## src/rtl/uart_tx_arbiter_if.sv

```systemverilog
// Requester-side and UART-side signals of the shared UART TX arbiter.
// slave is the arbiter's view; master is the requesters plus UART core.
interface uart_tx_arbiter_if #(
  parameter int NUM_REQ = 2,
  parameter int IDW = (NUM_REQ > 1) ? $clog2(NUM_REQ) : 1
);
  logic [NUM_REQ-1:0]   req_valid;
  logic [8*NUM_REQ-1:0] req_data;
  logic [NUM_REQ-1:0]   req_last;
  logic [NUM_REQ-1:0]   req_ready;
  logic [7:0]           tx_data;
  logic                 new_tx_data;
  logic                 tx_busy;
  logic                 grant_valid;
  logic [IDW-1:0]       grant_id;
  logic                 stall_err;
  logic                 clear_err;

  modport slave (
    input  req_valid,
    input  req_data,
    input  req_last,
    input  tx_busy,
    input  clear_err,
    output req_ready,
    output tx_data,
    output new_tx_data,
    output grant_valid,
    output grant_id,
    output stall_err
  );

  modport master (
    output req_valid,
    output req_data,
    output req_last,
    output tx_busy,
    output clear_err,
    input  req_ready,
    input  tx_data,
    input  new_tx_data,
    input  grant_valid,
    input  grant_id,
    input  stall_err
  );
endinterface

```

## src/rtl/uart_tx_arbiter.sv

```systemverilog
// Round-robin burst arbiter sharing one UART transmitter between requesters.
// Optional header byte per burst; grants end on last, MAX_BURST or stall.
module uart_tx_arbiter #(
  parameter int NUM_REQ   = 2,
  parameter int MAX_BURST = 16,
  parameter int HEADER_EN = 1,
  parameter int STALL_MAX = 1024
) (
  input logic              clk,
  input logic              rst,
  uart_tx_arbiter_if.slave bus
);

  localparam int IDW = (NUM_REQ > 1) ? $clog2(NUM_REQ) : 1;
  localparam int BCW = $clog2(MAX_BURST + 1);
  localparam int SCW = (STALL_MAX > 1) ? $clog2(STALL_MAX) : 1;

  typedef enum logic [2:0] {
    IDLE,
    LOAD,
    PULSE,
    GAP,
    WAIT,
    NEXT
  } state_t;

  state_t         state_q, state_d;
  logic [7:0]     tx_data_q, tx_data_d;
  logic [IDW-1:0] grant_id_q, grant_id_d;
  logic [IDW-1:0] last_grant_q, last_grant_d;
  logic [BCW-1:0] burst_cnt_q, burst_cnt_d;
  logic [SCW-1:0] stall_cnt_q, stall_cnt_d;
  logic           hdr_pending_q, hdr_pending_d;
  logic           is_hdr_q, is_hdr_d;
  logic           last_q, last_d;
  logic           stall_err_q, stall_err_d;
  logic           stall_set;

  logic [2:0]     gid3;
  logic [7:0]     hdr_byte;
  logic [7:0]     cur_byte;
  logic           cur_valid;
  logic           cur_last;
  logic [NUM_REQ-1:0] ready;

  // First set bit strictly after 'last', wrapping modulo NUM_REQ.
  function automatic logic [IDW-1:0] rr_pick(
    input logic [NUM_REQ-1:0] v,
    input logic [IDW-1:0]     last
  );
    logic [IDW-1:0] pick;
    logic [IDW-1:0] ix;
    logic           found;
    int             idx;
    pick  = '0;
    found = 1'b0;
    for (int k = 1; k <= NUM_REQ; k++) begin
      idx = (int'(last) + k) % NUM_REQ;
      ix  = IDW'(idx);
      if (!found && v[ix]) begin
        pick  = ix;
        found = 1'b1;
      end
    end
    return pick;
  endfunction

  assign gid3      = 3'(grant_id_q);
  assign hdr_byte  = {4'hA, 1'b0, gid3};
  assign cur_byte  = bus.req_data[{grant_id_q, 3'b000} +: 8];
  assign cur_valid = bus.req_valid[grant_id_q];
  assign cur_last  = bus.req_last[grant_id_q];

  always_comb begin
    state_d       = state_q;
    tx_data_d     = tx_data_q;
    grant_id_d    = grant_id_q;
    last_grant_d  = last_grant_q;
    burst_cnt_d   = burst_cnt_q;
    stall_cnt_d   = stall_cnt_q;
    hdr_pending_d = hdr_pending_q;
    is_hdr_d      = is_hdr_q;
    last_d        = last_q;
    stall_set     = 1'b0;
    unique case (state_q)
      IDLE: begin
        if (|bus.req_valid) begin
          grant_id_d    = rr_pick(bus.req_valid, last_grant_q);
          burst_cnt_d   = '0;
          stall_cnt_d   = '0;
          hdr_pending_d = (HEADER_EN != 0);
          state_d       = LOAD;
        end
      end
      LOAD: begin
        if (hdr_pending_q) begin
          tx_data_d     = hdr_byte;
          is_hdr_d      = 1'b1;
          hdr_pending_d = 1'b0;
          state_d       = PULSE;
        end else if (cur_valid) begin
          tx_data_d   = cur_byte;
          last_d      = cur_last;
          is_hdr_d    = 1'b0;
          burst_cnt_d = burst_cnt_q + BCW'(1);
          stall_cnt_d = '0;
          state_d     = PULSE;
        end else if (stall_cnt_q == SCW'(STALL_MAX - 1)) begin
          stall_set    = 1'b1;
          last_grant_d = grant_id_q;
          state_d      = IDLE;
        end else begin
          stall_cnt_d = stall_cnt_q + SCW'(1);
        end
      end
      PULSE: state_d = GAP;
      GAP:   state_d = WAIT;
      WAIT: begin
        if (!bus.tx_busy) state_d = NEXT;
      end
      NEXT: begin
        if (is_hdr_q) begin
          state_d = LOAD;
        end else if (last_q || burst_cnt_q == BCW'(MAX_BURST)) begin
          last_grant_d = grant_id_q;
          state_d      = IDLE;
        end else begin
          state_d = LOAD;
        end
      end
      default: state_d = IDLE;
    endcase
    // A clear in the same cycle as a timeout wins; that timeout is dropped.
    stall_err_d = bus.clear_err ? 1'b0 : (stall_err_q | stall_set);
  end

  always_ff @(posedge clk or posedge rst) begin
    if (rst) begin
      state_q       <= IDLE;
      tx_data_q     <= '0;
      grant_id_q    <= '0;
      last_grant_q  <= IDW'(NUM_REQ - 1);
      burst_cnt_q   <= '0;
      stall_cnt_q   <= '0;
      hdr_pending_q <= 1'b0;
      is_hdr_q      <= 1'b0;
      last_q        <= 1'b0;
      stall_err_q   <= 1'b0;
    end else begin
      state_q       <= state_d;
      tx_data_q     <= tx_data_d;
      grant_id_q    <= grant_id_d;
      last_grant_q  <= last_grant_d;
      burst_cnt_q   <= burst_cnt_d;
      stall_cnt_q   <= stall_cnt_d;
      hdr_pending_q <= hdr_pending_d;
      is_hdr_q      <= is_hdr_d;
      last_q        <= last_d;
      stall_err_q   <= stall_err_d;
    end
  end

  always_comb begin
    ready = '0;
    if (state_q == LOAD && !hdr_pending_q) ready[grant_id_q] = 1'b1;
  end

  assign bus.req_ready   = ready;
  assign bus.tx_data     = tx_data_q;
  assign bus.new_tx_data = (state_q == PULSE);
  assign bus.grant_valid = (state_q != IDLE);
  assign bus.grant_id    = grant_id_q;
  assign bus.stall_err   = stall_err_q;

endmodule

```

## src/flat_wrapper.sv

```systemverilog
// flat-port wrapper written by rule: the top's interface ports become plain ports
module uart_tx_arbiter_flat 
#(
  parameter int NUM_REQ   = 2,
  parameter int MAX_BURST = 16,
  parameter int HEADER_EN = 1,
  parameter int STALL_MAX = 1024
)
  (clk, rst, bus_req_valid, bus_req_data, bus_req_last, bus_tx_busy, bus_clear_err, bus_req_ready, bus_tx_data, bus_new_tx_data, bus_grant_valid, bus_grant_id, bus_stall_err);
  uart_tx_arbiter_if #(.NUM_REQ(NUM_REQ)) bus_i ();
  input logic clk;
  input logic rst;
  input wire logic [$bits(bus_i.req_valid)-1:0] bus_req_valid;
  input wire logic [$bits(bus_i.req_data)-1:0] bus_req_data;
  input wire logic [$bits(bus_i.req_last)-1:0] bus_req_last;
  input wire logic [$bits(bus_i.tx_busy)-1:0] bus_tx_busy;
  input wire logic [$bits(bus_i.clear_err)-1:0] bus_clear_err;
  output wire logic [$bits(bus_i.req_ready)-1:0] bus_req_ready;
  output wire logic [$bits(bus_i.tx_data)-1:0] bus_tx_data;
  output wire logic [$bits(bus_i.new_tx_data)-1:0] bus_new_tx_data;
  output wire logic [$bits(bus_i.grant_valid)-1:0] bus_grant_valid;
  output wire logic [$bits(bus_i.grant_id)-1:0] bus_grant_id;
  output wire logic [$bits(bus_i.stall_err)-1:0] bus_stall_err;
  assign bus_i.req_valid = bus_req_valid;
  assign bus_i.req_data = bus_req_data;
  assign bus_i.req_last = bus_req_last;
  assign bus_i.tx_busy = bus_tx_busy;
  assign bus_i.clear_err = bus_clear_err;
  assign bus_req_ready = bus_i.req_ready;
  assign bus_tx_data = bus_i.tx_data;
  assign bus_new_tx_data = bus_i.new_tx_data;
  assign bus_grant_valid = bus_i.grant_valid;
  assign bus_grant_id = bus_i.grant_id;
  assign bus_stall_err = bus_i.stall_err;
  uart_tx_arbiter #(.NUM_REQ(NUM_REQ), .MAX_BURST(MAX_BURST), .HEADER_EN(HEADER_EN), .STALL_MAX(STALL_MAX)) u_core (.clk(clk), .rst(rst), .bus(bus_i));
endmodule
```

## config.mk

```make
export PLATFORM = sky130hd
export DESIGN_NAME = uart_tx_arbiter_flat
export DESIGN_NICKNAME = d
export VERILOG_FILES = /design/src/rtl/uart_tx_arbiter_if.sv /design/src/rtl/uart_tx_arbiter.sv /design/src/flat_wrapper.sv
export SDC_FILE = /design/constraint.sdc
export NUM_CORES = 1
export LEC_CHECK = 0
export ABC_AREA = 1
export CORE_AREA = 8 8 77 79
export DETAILED_ROUTE_END_ITERATION = 10
export DIE_AREA = 0 0 85 87
export PLACE_DENSITY_LB_ADDON = 0.15
export SYNTH_ARGS = -nofsm -noshare
export SYNTH_HDL_FRONTEND = slang
export SYNTH_SLANG_ARGS = --single-unit
```

## constraint.sdc

```tcl
create_clock -name clk -period 2 [get_ports clk]
set_clock_uncertainty 0.05 [all_clocks]
set_input_delay 0.4 -clock clk [delete_from_list [all_inputs] [get_ports clk]]
set_output_delay 0.4 -clock clk [all_outputs]
set_load 0.1 [all_outputs]
```

---- Word-level counts from Yosys, hierarchy flattened ----
Cells that the tools add are included.
storage, ports and cells
  register bits after elaboration ......... 32
  bits in latches ......................... 0
  RAM bits ................................ 0
  memory bits (read-only) ................. 0
  output and inout port bits .............. 14
  logic and storage cells ................. 108
  memories ................................ 0
operators by class
  add/sub/neg operators ................... 4
  $mul .................................... 0
  div/mod/pow operators ................... 0
  order comparisons ....................... 4
  eq/ne operators ......................... 17
  shifts and indexed selects .............. 1
  muxes and demuxes ....................... 50
  bitwise gates (word level) .............. 2
  reductions and logical operators ........ 20
operators with widths
  cell                                                         count
  2-to-1 mux 10 bit                                            4
  2-to-1 mux 1 bit                                             28
  case mux 10 bit (2 select lines)                             1
  2-to-1 mux 3 bit                                             6
  case mux 3 bit (6 select lines)                              1
  2-to-1 mux 8 bit                                             2
  indexed part select 16 x 5 -> 8 bit                          1
  2-to-1 mux 5 bit                                             3
  adder 10 x 1 -> 10 bit (second input constant)               1
  equality test 10 bit (second input constant)                 1
  case mux 5 bit (2 select lines)                              1
  inequality test 2 x 1 -> 1 bit (second input constant)       4
  inequality test 2 bit (second input constant)                4
  AND reduction 4 bit                                          2
  equality test 3 x 2 -> 1 bit (second input constant)         2
  equality test 3 bit (second input constant)                  2
  less-than comparator 1 x 2 -> 1 bit (second input constant)  3
  AND reduction 2 bit                                          3
  AND reduction 3 bit                                          2
  AND reduction 6 bit                                          1
  nonzero test 2 bit                                           3
  adder 5 x 1 -> 5 bit (second input constant)                 1
  equality test 5 bit (second input constant)                  1
  inequality test 4 x 1 -> 1 bit (second input constant)       1
  other kinds (15)                                             20

---- Depth between registers and ports, before layout ----
Gate-level depths: netlist of run 1.
  depth after elaboration ................. 9
  gate-level depth with buffers ........... 9

---- Least setup slack after synthesis of run 1 ----
Ideal clock, no wire load.
  path kind ............................... register to output
  start point ............................. reg u_core.grant_id_q (netlist: u_core.bus.grant_id)
  end point ............................... out bus_req_ready[1]
  arrival time ............................ 2.552 ns
  data required time ...................... 1.550 ns
  slack ................................... -1.002 ns
  stages on the path, launching flop included .. 3
  cells stage by stage .................... dfrtp_1 > inv_1 > nor2_1
between the ends
  longest elaborated chain between the ends .. 5
  elaborated cells on any way between the ends .. 6
RTL lines
  element                                                                                           line                    RTL
  from (decl)                                                                                       uart_tx_arbiter.sv:29   logic [IDW-1:0] grant_id_q, grant_id_d;
  from (signal assigned)                                                                            uart_tx_arbiter.sv:152  grant_id_q <= grant_id_d;
  less-than comparator 1 x 2 -> 1 bit (implied by the code) or >= comparator 1 bit (tied branches)  uart_tx_arbiter.sv:165  if (state_q == LOAD && !hdr_pending_q) ready[grant_id_q] = 1'b1;
  logical AND 1 bit (implied by the code)                                                           uart_tx_arbiter.sv:165
  2-to-1 mux 1 bit (implied by the code)                                                            uart_tx_arbiter.sv:165
  demux 1 bit (select 1 bit) *                                                                      n/a
  2-to-1 mux 2 bit *                                                                                uart_tx_arbiter.sv:165
  to (decl)                                                                                         flat_wrapper.sv:18      output wire logic [$bits(bus_i.req_ready)-1:0] bus_req_ready;
Mark *: on every way between the ends. The rest lies on a longest branch, timed or not.

---- Worst setup path after layout of run 1 ----
  start point ............................. reg u_core.state_q[1]
  end point ............................... out bus_req_ready[1]
between the ends
  longest elaborated chain between the ends .. 3
RTL lines
  element                       line                    RTL
  from (decl)                   uart_tx_arbiter.sv:27   state_t state_q, state_d;
  from (signal assigned)        uart_tx_arbiter.sv:150  state_q <= state_d;
  equality test 3 x 1 -> 1 bit  uart_tx_arbiter.sv:165
  logical AND 1 bit             uart_tx_arbiter.sv:165
  2-to-1 mux 2 bit              uart_tx_arbiter.sv:165
No other way between the ends.

==> flow_summary_export.csv, run 1 <==
group,metric,value,unit
worst_hold_path,hold_path_class,"reg2reg",
clock_tree,numCtsBuffers,5,
sta,fmax,538,MHz
worst_setup_path,timing.rr.start,"u_core.stall_cnt_q[0]",
outcome,status,"completed",
worst_setup_path,arrival,1410,ps
place,dp_cells,333,
worst_setup_path,cpMostUsedCell,"nor2_4",
clock_tree,clock-root-buffer,"clkbuf_8",
place,dpl_cell_area,2340,um^2
layout,post-route-cell-area,2440,um^2
synthesis,yosys.area.top_type,"dfrtp_1",
clock_tree,clk_latency,280,ps
synthesis,syn_inst,238,
layout,diodes,0,
worst_setup_path,cp-startpoint,"u_core.state_q[1]",
layout,fillers,468,
clock_tree,cts_hold_buf,0,
synthesis,avgSynthCellArea,7.76,um^2
floorplanning,num_rows,26,
grt,overflow,0,
sta,max_slew_margin,72.7,%
route,via_count,1664,
synthesis,syn_area,1850,um^2
layout,drive_gt1_share,17.9,%
worst_setup_path,worstRegToRegCells,9,
layout,multi_input_area,931,um^2
clock_tree,cts_tree,"done",
synthesis,synth_top_area_share,42.0,%
clock_tree,cts_sinks,32,
worst_setup_path,crit_end,"bus_req_ready[1]",
clock_tree,clk_pin_slew,60,ps
synthesis,yosys_warnings,0,
synthesis,ys_seq_area_share,43.4,%
grt,grt_pass1_wl,8020,um
clock_tree,cts_resized,0,
worst_setup_path,cp-end-kind,"output pin",
place,place_ws,-0.701,ps
clock_tree,cts_setup_buffers,0,
worst_setup_path,crit_type,"reg2out",
sta,finalCritPeriodShare,93.0,%
route,first_pass_iters,4,
floorplanning,die-area,7400,um^2
worst_setup_path,worstPathRequired,1550,ps
sta,setup_viol,0,
layout,fin_util,50.4,%
floorplanning,die_h,87,um
route,drc,0,
worst_setup_path,r2r-end,"u_core.state_q[0]",
route,vias_per_cell,4.88,
route,wl_per_cell,13.2,um
place,dpl.hpwl,3510,um
worst_setup_path,cpPeakStageDelay,380,ps
grt,grt_usage,13.6,%
sta,hold_violations,0,
sta,timing.final.ws_setup,141,ps
floorplanning,initial_core_util,38.1,%
power_and_ir_drop,power_density,1450,nW/um^2
floorplanning,die_w,85,um
sta,drv_slew,0,
power_and_ir_drop,power_leakage,1.16,nW
worst_setup_path,cp-start-kind,"register",
floorplanning,num_io_pins,38,
worst_setup_path,cp_max_fo,5,
route,postRouteAntennaNets,0,
worst_setup_path,crit_chain,"inv_2, nand2_2, nor2_4, nand2_4, nor2_4, buf_12",
synthesis,synthTopCellsByArea,"dfrtp_1 (42%), nand2_1 (12%), nand3_1 (8.4%), nor2_1 (4.9%), inv_1 (4.7%)",
place,gp_congestion,0.853,
worst_setup_path,rrSetupSlack,300,ps
clock_tree,cts_buffer_depth,2,
sta,rsz0062_at_grt,"no",
power_and_ir_drop,ir_drop,0.916,mV
grt,first_global_vias,1739,
route,finalWirelength,4490,um
flow_run,drv_cap,0,
layout,final_cells,341,
floorplanning,fp.coreArea,4850,um^2
worst_setup_path,critPathSlowestCell,"dfrtp_1",
grt,antenna_found_initial,0,
route,drtIter0Drc,78,
grt,grt_max_degree,33,
layout,area_delta_synth_final,32.4,%
layout,regArea,803,um^2
synthesis,synth.distinct_cells,29,
sta,period_needed,1860,ps
place,port_buffers,37,
layout,fin_nets,311,
sta,worstMarginPinSlew,409,ps
synthesis,ys_ff_latch,32,
clock_tree,h-tree-depth,2,
synthesis,synth_nets,265,
## cell usage after synthesis, drive strengths merged
master and count:
a21oi 1, a31oi 4, buf 2, clkbuf 1
dfrtp 31, dfstp 1, ha 3, inv 28
mux2i 5, nand2 66, nand3 31, nand3b 2
nand4 2, nor2 30, nor3 2, o2111ai 1
o21ai 22, o22ai 1, or2 1, xnor2 1
xor2 3
## flip-flops by register name, indices dropped and copies added, names as in the netlist
name,cells
u_core.burst_cnt_q,5
u_core.state_q,3
u_core.bus.grant_id,1
u_core.bus.stall_err,1
u_core.bus.tx_data,8
u_core.last_grant_q,1
u_core.last_q,1
u_core.stall_cnt_q,10
u_core.is_hdr_q,1
u_core.hdr_pending_q,1
## per-layer routing
metal	wire, um	vias up	track usage (%)	share of wire (%)
met4	58	0	4.37	1.3
met3	344	6	6.42	7.7
met1	2070	755	15.8	46
met5	0	-	0	0
li1	-	866	-	-
met2	2020	37	21.4	45
## cell usage in the layout (no fill, tap or decap), drive strengths merged
cell type      instances
nand3b                 2
o22ai                  1
or2                    1
xor2                   3
o2111ai                1
nor3                   2
ha                     3
nand4                  2
a21oi                  1
nand2                 66
o21ai                 22
xnor2                  1
dfstp                  1
dfrtp                 31
nor2                  30
mux2i                  5
clkdlybuf4s50         23
clkbuf                 8
a31oi                  4
buf                   19
nand3                 31
inv                   28
## where the power goes
part / switching (W) / internal [W]
combinational: 0.00147 / 0.000577
clock: 0.000229 / 0.000314
sequential: 0.000132 / 0.000818
## area by class of cell
| cell class | instances | share of cell area (%) |
|---|---|---|
| inverters | 28 | 4.30 |
| repair buffers | 42 | 17.8 |
| multi-input cells | 175 | 38.1 |
| clock buffers | 8 | 4.09 |
| well taps | 56 | 2.87 |
| flip-flops and latches | 32 | 32.9 |
## logic make-up after synthesis
family	Yosys count	share of synthesized area, %
and+or+nand+nor	134	34.0
DFF	32	43.4
buffers and inverters	31	7.11
AOI/OAI and AO/OA	29	8.81
muxes	5	2.71
xor gates and xnor gates	4	1.90
adders and majority gates	3	2.03
## per-stage QoR
stage	total power (W)	hold WS, ps	setup TNS, ps
after global routing	0.00376	423	0
after detailed placement	0.00303	411	-0.701
after floorplan	0.00247	392	0
after CTS	0.00358	417	0
after global placement	0.00302	410	0
final	0.00354	415	0
## worst min path at each step
| stage | slack (ps) | cells after the start | from | endpoint |
|---|---|---|---|---|
| 6_report | 410 | 2 | u_core.last_grant_q | u_core.last_grant_q |
| 5_1_grt | 420 | 2 | u_core.last_grant_q | u_core.last_grant_q |
| 4_1_cts | 420 | 2 | u_core.last_grant_q | u_core.last_grant_q |
| 3_5_place_dp | 410 | 2 | u_core.last_grant_q | u_core.last_grant_q |
| 3_3_place_gp | 410 | 2 | u_core.last_grant_q | u_core.last_grant_q |
| 2_1_floorplan | 390 | 2 | u_core.last_grant_q | u_core.last_grant_q |
## worst max-delay path: cells and delay by family (launching register included)
family	cells	cell delay, ps
buffers and inverters	2	270
flip-flops	1	380
AND/OR/NAND/NOR	4	480
(Power assumes the default switching activity.)
==> run 2, diff against run 1 <==
--- a/config.mk
+++ b/config.mk
@@ -13,3 +13,4 @@
 export SYNTH_ARGS = -nofsm -noshare
 export SYNTH_HDL_FRONTEND = slang
 export SYNTH_SLANG_ARGS = --single-unit
+export TNS_END_PERCENT = 10
==> run 2 against run 1 <==
  * Sequential share of layout area increased by 0.067 points
  * Maximum frequency shrank 1.2%
  * Sequential power barely moved
  * Flip-flop and latch count did not move
  * Design area is 0.20% lower
==> flow_summary_export.csv, run 2 (synthesized netlist as in run 1, its figures left out) <==
group,metric,value,unit
outcome,status,"completed",
power_and_ir_drop,sequentialPowerShare,26.9,%
layout,layout_commonest_cell,"nand2_1",
route,drc,0,
floorplanning,die_h,87,um
power_and_ir_drop,p_sw_share,52.3,%
clock_tree,clk_pin_slew,70,ps
worst_setup_path,cp-startpoint,"u_core.state_q[1]",
place,gp_congestion,0.816,
sta,timing.hold.ws,418,ps
clock_tree,numCtsBuffers,5,
worst_setup_path,arrival,1430,ps
clock_tree,cts_tree,"done",
layout,diodes,0,
grt,first_global_vias,1753,
grt,antenna_found_initial,0,
floorplanning,num_io_pins,38,
layout,post-route-cell-area,2440,um^2
layout,largest_reg_flops,10,
place,place_ws,47.3,ps
worst_setup_path,cp-end-kind,"output pin",
worst_hold_path,min_from,"u_core.last_grant_q",
power_and_ir_drop,ir_drop,0.710,mV
floorplanning,die-area,7400,um^2
clock_tree,h-tree-depth,2,
layout,area_delta_synth_final,32.1,%
grt,overflow,0,
worst_setup_path,r2r-end,"u_core.stall_cnt_q[7]",
sta,hold_violations,0,
worst_setup_path,cp-start-kind,"register",
route,drtIter0Drc,57,
clock_tree,cts_resized,0,
sta,max_slew_margin,72.6,%
sta,finalCritPeriodShare,94.1,%
route,first_pass_iters,4,
route,wl_per_cell,13.4,um
floorplanning,fp.coreArea,4850,um^2
route,vias_per_cell,4.87,
worst_setup_path,worstRegToRegCells,7,
layout,max_flop_register,"u_core.stall_cnt_q",
sta,worstMarginPinSlew,410,ps
worst_setup_path,rrSetupSlack,270,ps
worst_setup_path,crit_end,"bus_req_ready[1]",
worst_setup_path,worstPathRequired,1550,ps
power_and_ir_drop,p_int,0.00168,W
grt,grt_max_degree,33,
place,dpl_cell_area,2340,um^2
worst_hold_path,hold_path_class,"reg2reg",
clock_tree,clk_latency,280,ps
power_and_ir_drop,power_leakage,1.16,nW
sta,drv_slew,0,
floorplanning,die_w,85,um
route,finalWirelength,4570,um
worst_setup_path,timing.rr.start,"u_core.stall_cnt_q[0]",
layout,drive_gt1_share,17.5,%
place,dpl.hpwl,3400,um
clock_tree,clock-root-buffer,"clkbuf_8",
grt,grt_pass1_wl,8290,um
sta,period_needed,1880,ps
sta,setup_viol,0,
grt,grt_usage,13.9,%
place,port_buffers,37,
floorplanning,num_rows,26,
floorplanning,initial_core_util,38.1,%
power_and_ir_drop,clkPwrFrac,14.7,%
layout,final_cell_mix,"nand2_1 (60), nand3_1 (31), dfrtp_1 (30)",
worst_setup_path,crit_type,"reg2out",
power_and_ir_drop,pwr-share-comb,58.4,%
power_and_ir_drop,power_switching,0.00184,W
clock_tree,cts_buffer_depth,2,
route,postRouteAntennaNets,0,
clock_tree,cts_sinks,32,
sta,rsz0062_at_grt,"no",
sta,timing.final.ws_setup,119,ps
worst_setup_path,cp_max_fo,5,
layout,fin_nets,312,
flow_run,drv_cap,0,
route,via_count,1666,
power_and_ir_drop,power_density,1440,nW/um^2
sta,fmax,532,MHz
sta,setup_tns,0,ps
run 2: worst min-delay path by stage:
stage                           to  slack, ps  cells past startpoint
2_1_floorplan  u_core.last_grant_q        390                      2
3_3_place_gp   u_core.last_grant_q        410                      2
3_5_place_dp   u_core.last_grant_q        410                      2
4_1_cts        u_core.last_grant_q        420                      2
5_1_grt        u_core.last_grant_q        430                      2
6_report       u_core.last_grant_q        420                      2
run 2: area by class of cell:
cell class                 instances  area (um^2)
fill                             482         2410
multi-input combinational        175          928
sequential                        32          803
timing repair buffer              43          443
inverter                          28          105
clock buffer                       8         90.1
tap                               56         70.1
run 2: metrics by stage:
step	std cells	power [W]	util, %
floorplan	238	0.00247	-
global placement	333	0.00300	48.3
detailed placement	333	0.00301	48.3
CTS	342	0.00356	50.3
global route	342	0.00376	50.3
finish	342	0.00353	50.3
run 2: repair_timing:
action                                  in CTS  in global routing
setup buffers                                1                  0
hold buffers                                 0                  0
endpoints found under the setup margin       2                  0
run 2: power groups by stage:
stage | Clock, W | Combinational (W) | Sequential [W]
detailed placement | 0 | 0.00205 | 0.000960
finish | 0.000519 | 0.00206 | 0.000948
floorplan | 0 | 0.00106 | 0.00141
CTS | 0.000538 | 0.00208 | 0.000950
global placement | 0 | 0.00204 | 0.000957
global route | 0.000564 | 0.00223 | 0.000972
run 2: layer usage:
| metal | GRT usage, % | wire [um] | vias to the layer above | part of all wire (%) |
|---|---|---|---|---|
| li1 | - | - | 866 | - |
| met1 | 17.4 | 2140 | 755 | 47 |
| met2 | 21.3 | 2060 | 38 | 45 |
| met3 | 5.47 | 301 | 7 | 6.6 |
| met4 | 4.69 | 65 | 0 | 1.4 |
| met5 | 0 | 0 | - | 0 |
run 2: worst max-delay path, cell delays in order (launching register included):
cell and delay (ps):
dfrtp_1 390, inv_2 90, nand2_2 80, nor2_4 160, nand2_4 120, nor2_4 120, buf_12 180
==> run 3, diff against run 2 <==
--- a/config.mk
+++ b/config.mk
@@ -6,10 +6,10 @@
 export NUM_CORES = 1
 export LEC_CHECK = 0
 export ABC_AREA = 1
-export CORE_AREA = 8 8 77 79
+export CORE_AREA = 2 2 71 73
 export DETAILED_ROUTE_END_ITERATION = 10
-export DIE_AREA = 0 0 85 87
-export PLACE_DENSITY_LB_ADDON = 0.15
+export DIE_AREA = 0 0 73 75
+export PLACE_DENSITY = 0.62
 export SYNTH_ARGS = -nofsm -noshare
 export SYNTH_HDL_FRONTEND = slang
 export SYNTH_SLANG_ARGS = --single-unit
==> run 3 against run 2 <==
  * Register-to-register slack about the same
  * Hold slack got worse by 14 ps
  * Worst setup slack got worse by 30 ps
  * Flip-flop and latch count unchanged
  * Combinational power about the same
  * Non-clock buffer count increased by 2
  * Highest routed layer unchanged
  * Clock power about the same
  * Via count increased by 2.2%
==> flow_summary_export.csv, run 3 (synthesized netlist as in run 1, its figures left out) <==
group,metric,value,unit
worst_setup_path,arrival,1460,ps
worst_setup_path,cpMostUsedCell,"nor2_4",
clock_tree,clk_pin_slew,70,ps
floorplanning,fp.coreArea,4660,um^2
clock_tree,numCtsBuffers,5,
route,wl_per_cell,12.8,um
layout,fin_nets,314,
sta,period_needed,1910,ps
grt,grt_pass1_wl,7530,um
worst_setup_path,cp-end-kind,"output pin",
worst_setup_path,crit_chain,"inv_2, nand2_2, nor2_4, nand2_4, nor2_4, buf_12",
layout,area_delta_synth_final,33.5,%
clock_tree,h-tree-depth,2,
floorplanning,die_h,75,um
grt,overflow,0,
layout,drive_gt1_share,18.1,%
route,drtIter0Drc,97,
floorplanning,num_rows,25,
power_and_ir_drop,power_density,1450,nW/um^2
clock_tree,cts_sinks,32,
route,drc,0,
clock_tree,cts_resized,0,
worst_setup_path,cp_max_fo,5,
layout,layout_commonest_cell,"nand2_1",
layout,largest_reg_flops,10,
place,dp_cells,332,
route,via_count,1702,
flow_run,drv_cap,0,
place,place_ws,-20.6,ps
floorplanning,num_io_pins,38,
place,gp_congestion,0.815,
floorplanning,die-area,5480,um^2
layout,final_cell_mix,"nand2_1 (60), nand3_1 (31), dfrtp_1 (30)",
floorplanning,initial_core_util,39.6,%
power_and_ir_drop,power_leakage,1.17,nW
clock_tree,clock-root-buffer,"clkbuf_8",
route,first_pass_iters,4,
clock_tree,cts_hold_buf,0,
worst_setup_path,critPathSlowestCell,"dfrtp_1",
grt,grt_max_degree,33,
grt,grt_usage,18.0,%
worst_setup_path,cpPeakStageDelay,390,ps
grt,antenna_found_initial,0,
route,finalWirelength,4380,um
clock_tree,cts_tree,"done",
sta,timing.hold.ws,404,ps
sta,worstMarginPinSlew,369,ps
layout,diodes,0,
clock_tree,cts_buffer_depth,2,
sta,hold_violations,0,
layout,fin_util,52.9,%
sta,setup_viol,0,
sta,max_slew_margin,75.2,%
sta,drv_slew,0,
place,dpl.hpwl,3310,um
layout,final_cells,342,
worst_setup_path,worstPathRequired,1550,ps
worst_setup_path,crit_type,"reg2out",
clock_tree,clk_latency,280,ps
sta,fmax,523,MHz
sta,timing.final.ws_setup,88.8,ps
outcome,status,"completed",
floorplanning,die_w,73,um
grt,first_global_vias,1653,
worst_setup_path,cp-start-kind,"register",
layout,max_flop_register,"u_core.stall_cnt_q",
power_and_ir_drop,ir_drop,0.778,mV
place,port_buffers,37,
clock_tree,cts_setup_buffers,0,
sta,finalCritPeriodShare,95.6,%
worst_hold_path,hold_path_class,"in2async",
route,postRouteAntennaNets,0,
route,vias_per_cell,4.98,
-- run 3: changes by cell type in the layout (fill, tap and decap cells not counted), sizes merged --
cell / change
buf: +2
-- run 3: per-stage QoR --
step	total power [W]	setup TNS [ps]	area, um^2
3_5_place_dp	0.00305	-90.2	2360
5_1_grt	0.00380	-2.08	2460
6_report	0.00357	0	2460
2_1_floorplan	0.00247	-230	1860
3_3_place_gp	0.00303	-46.1	2360
4_1_cts	0.00357	0	2450
-- run 3: final timing paths --
| kind | from | to | slack [ps] | cells after the start |
|---|---|---|---|---|
| max in group asynchronous | rst | u_core.last_grant_q | 1260 | 3 |
| min in group clk | u_core.last_grant_q | u_core.last_grant_q | 420 | 2 |
| setup / recovery | u_core.state_q[1] | bus_req_ready[1] | 90 | 6 |
| hold reg to reg | u_core.last_grant_q | u_core.last_grant_q | 420 | 2 |
| setup reg to reg | u_core.stall_cnt_q[0] | u_core.stall_cnt_q[8] | 280 | 8 |
| hold / removal | rst | u_core.stall_cnt_q[7] | 400 | 3 |
-- run 3: worst max-delay path: cells and delay by family (launching register included) --
family        cells  cell delay (ps)
buf+inv           2              270
flops             1              390
simple gates      4              520
-- run 3: cell type report --
class | count | area, um^2
inverter | 28 | 105
clock buffer | 8 | 90.1
sequential | 32 | 803
multi-input combinational | 175 | 928
tap | 54 | 67.6
timing repair buffer | 45 | 470
fill | 436 | 2200
-- run 3: where the power goes --
group          switching (W)  total (W)  internal [W]  leakage [nW]
logic                0.00147    0.00209      0.000616         0.716
registers           0.000147   0.000965      0.000818         0.414
clock network       0.000237   0.000517      0.000281        0.0455
-- run 3: layer usage --
layer / share of wire, % / vias to the layer above / GRT usage [%]
met5: 0 / - / 0
li1: - / 868 / -
met2: 48 / 31 / 28.9
met1: 48 / 801 / 23.5
met3: 3.9 / 2 / 5.35
met4: 0.57 / 0 / 5.56
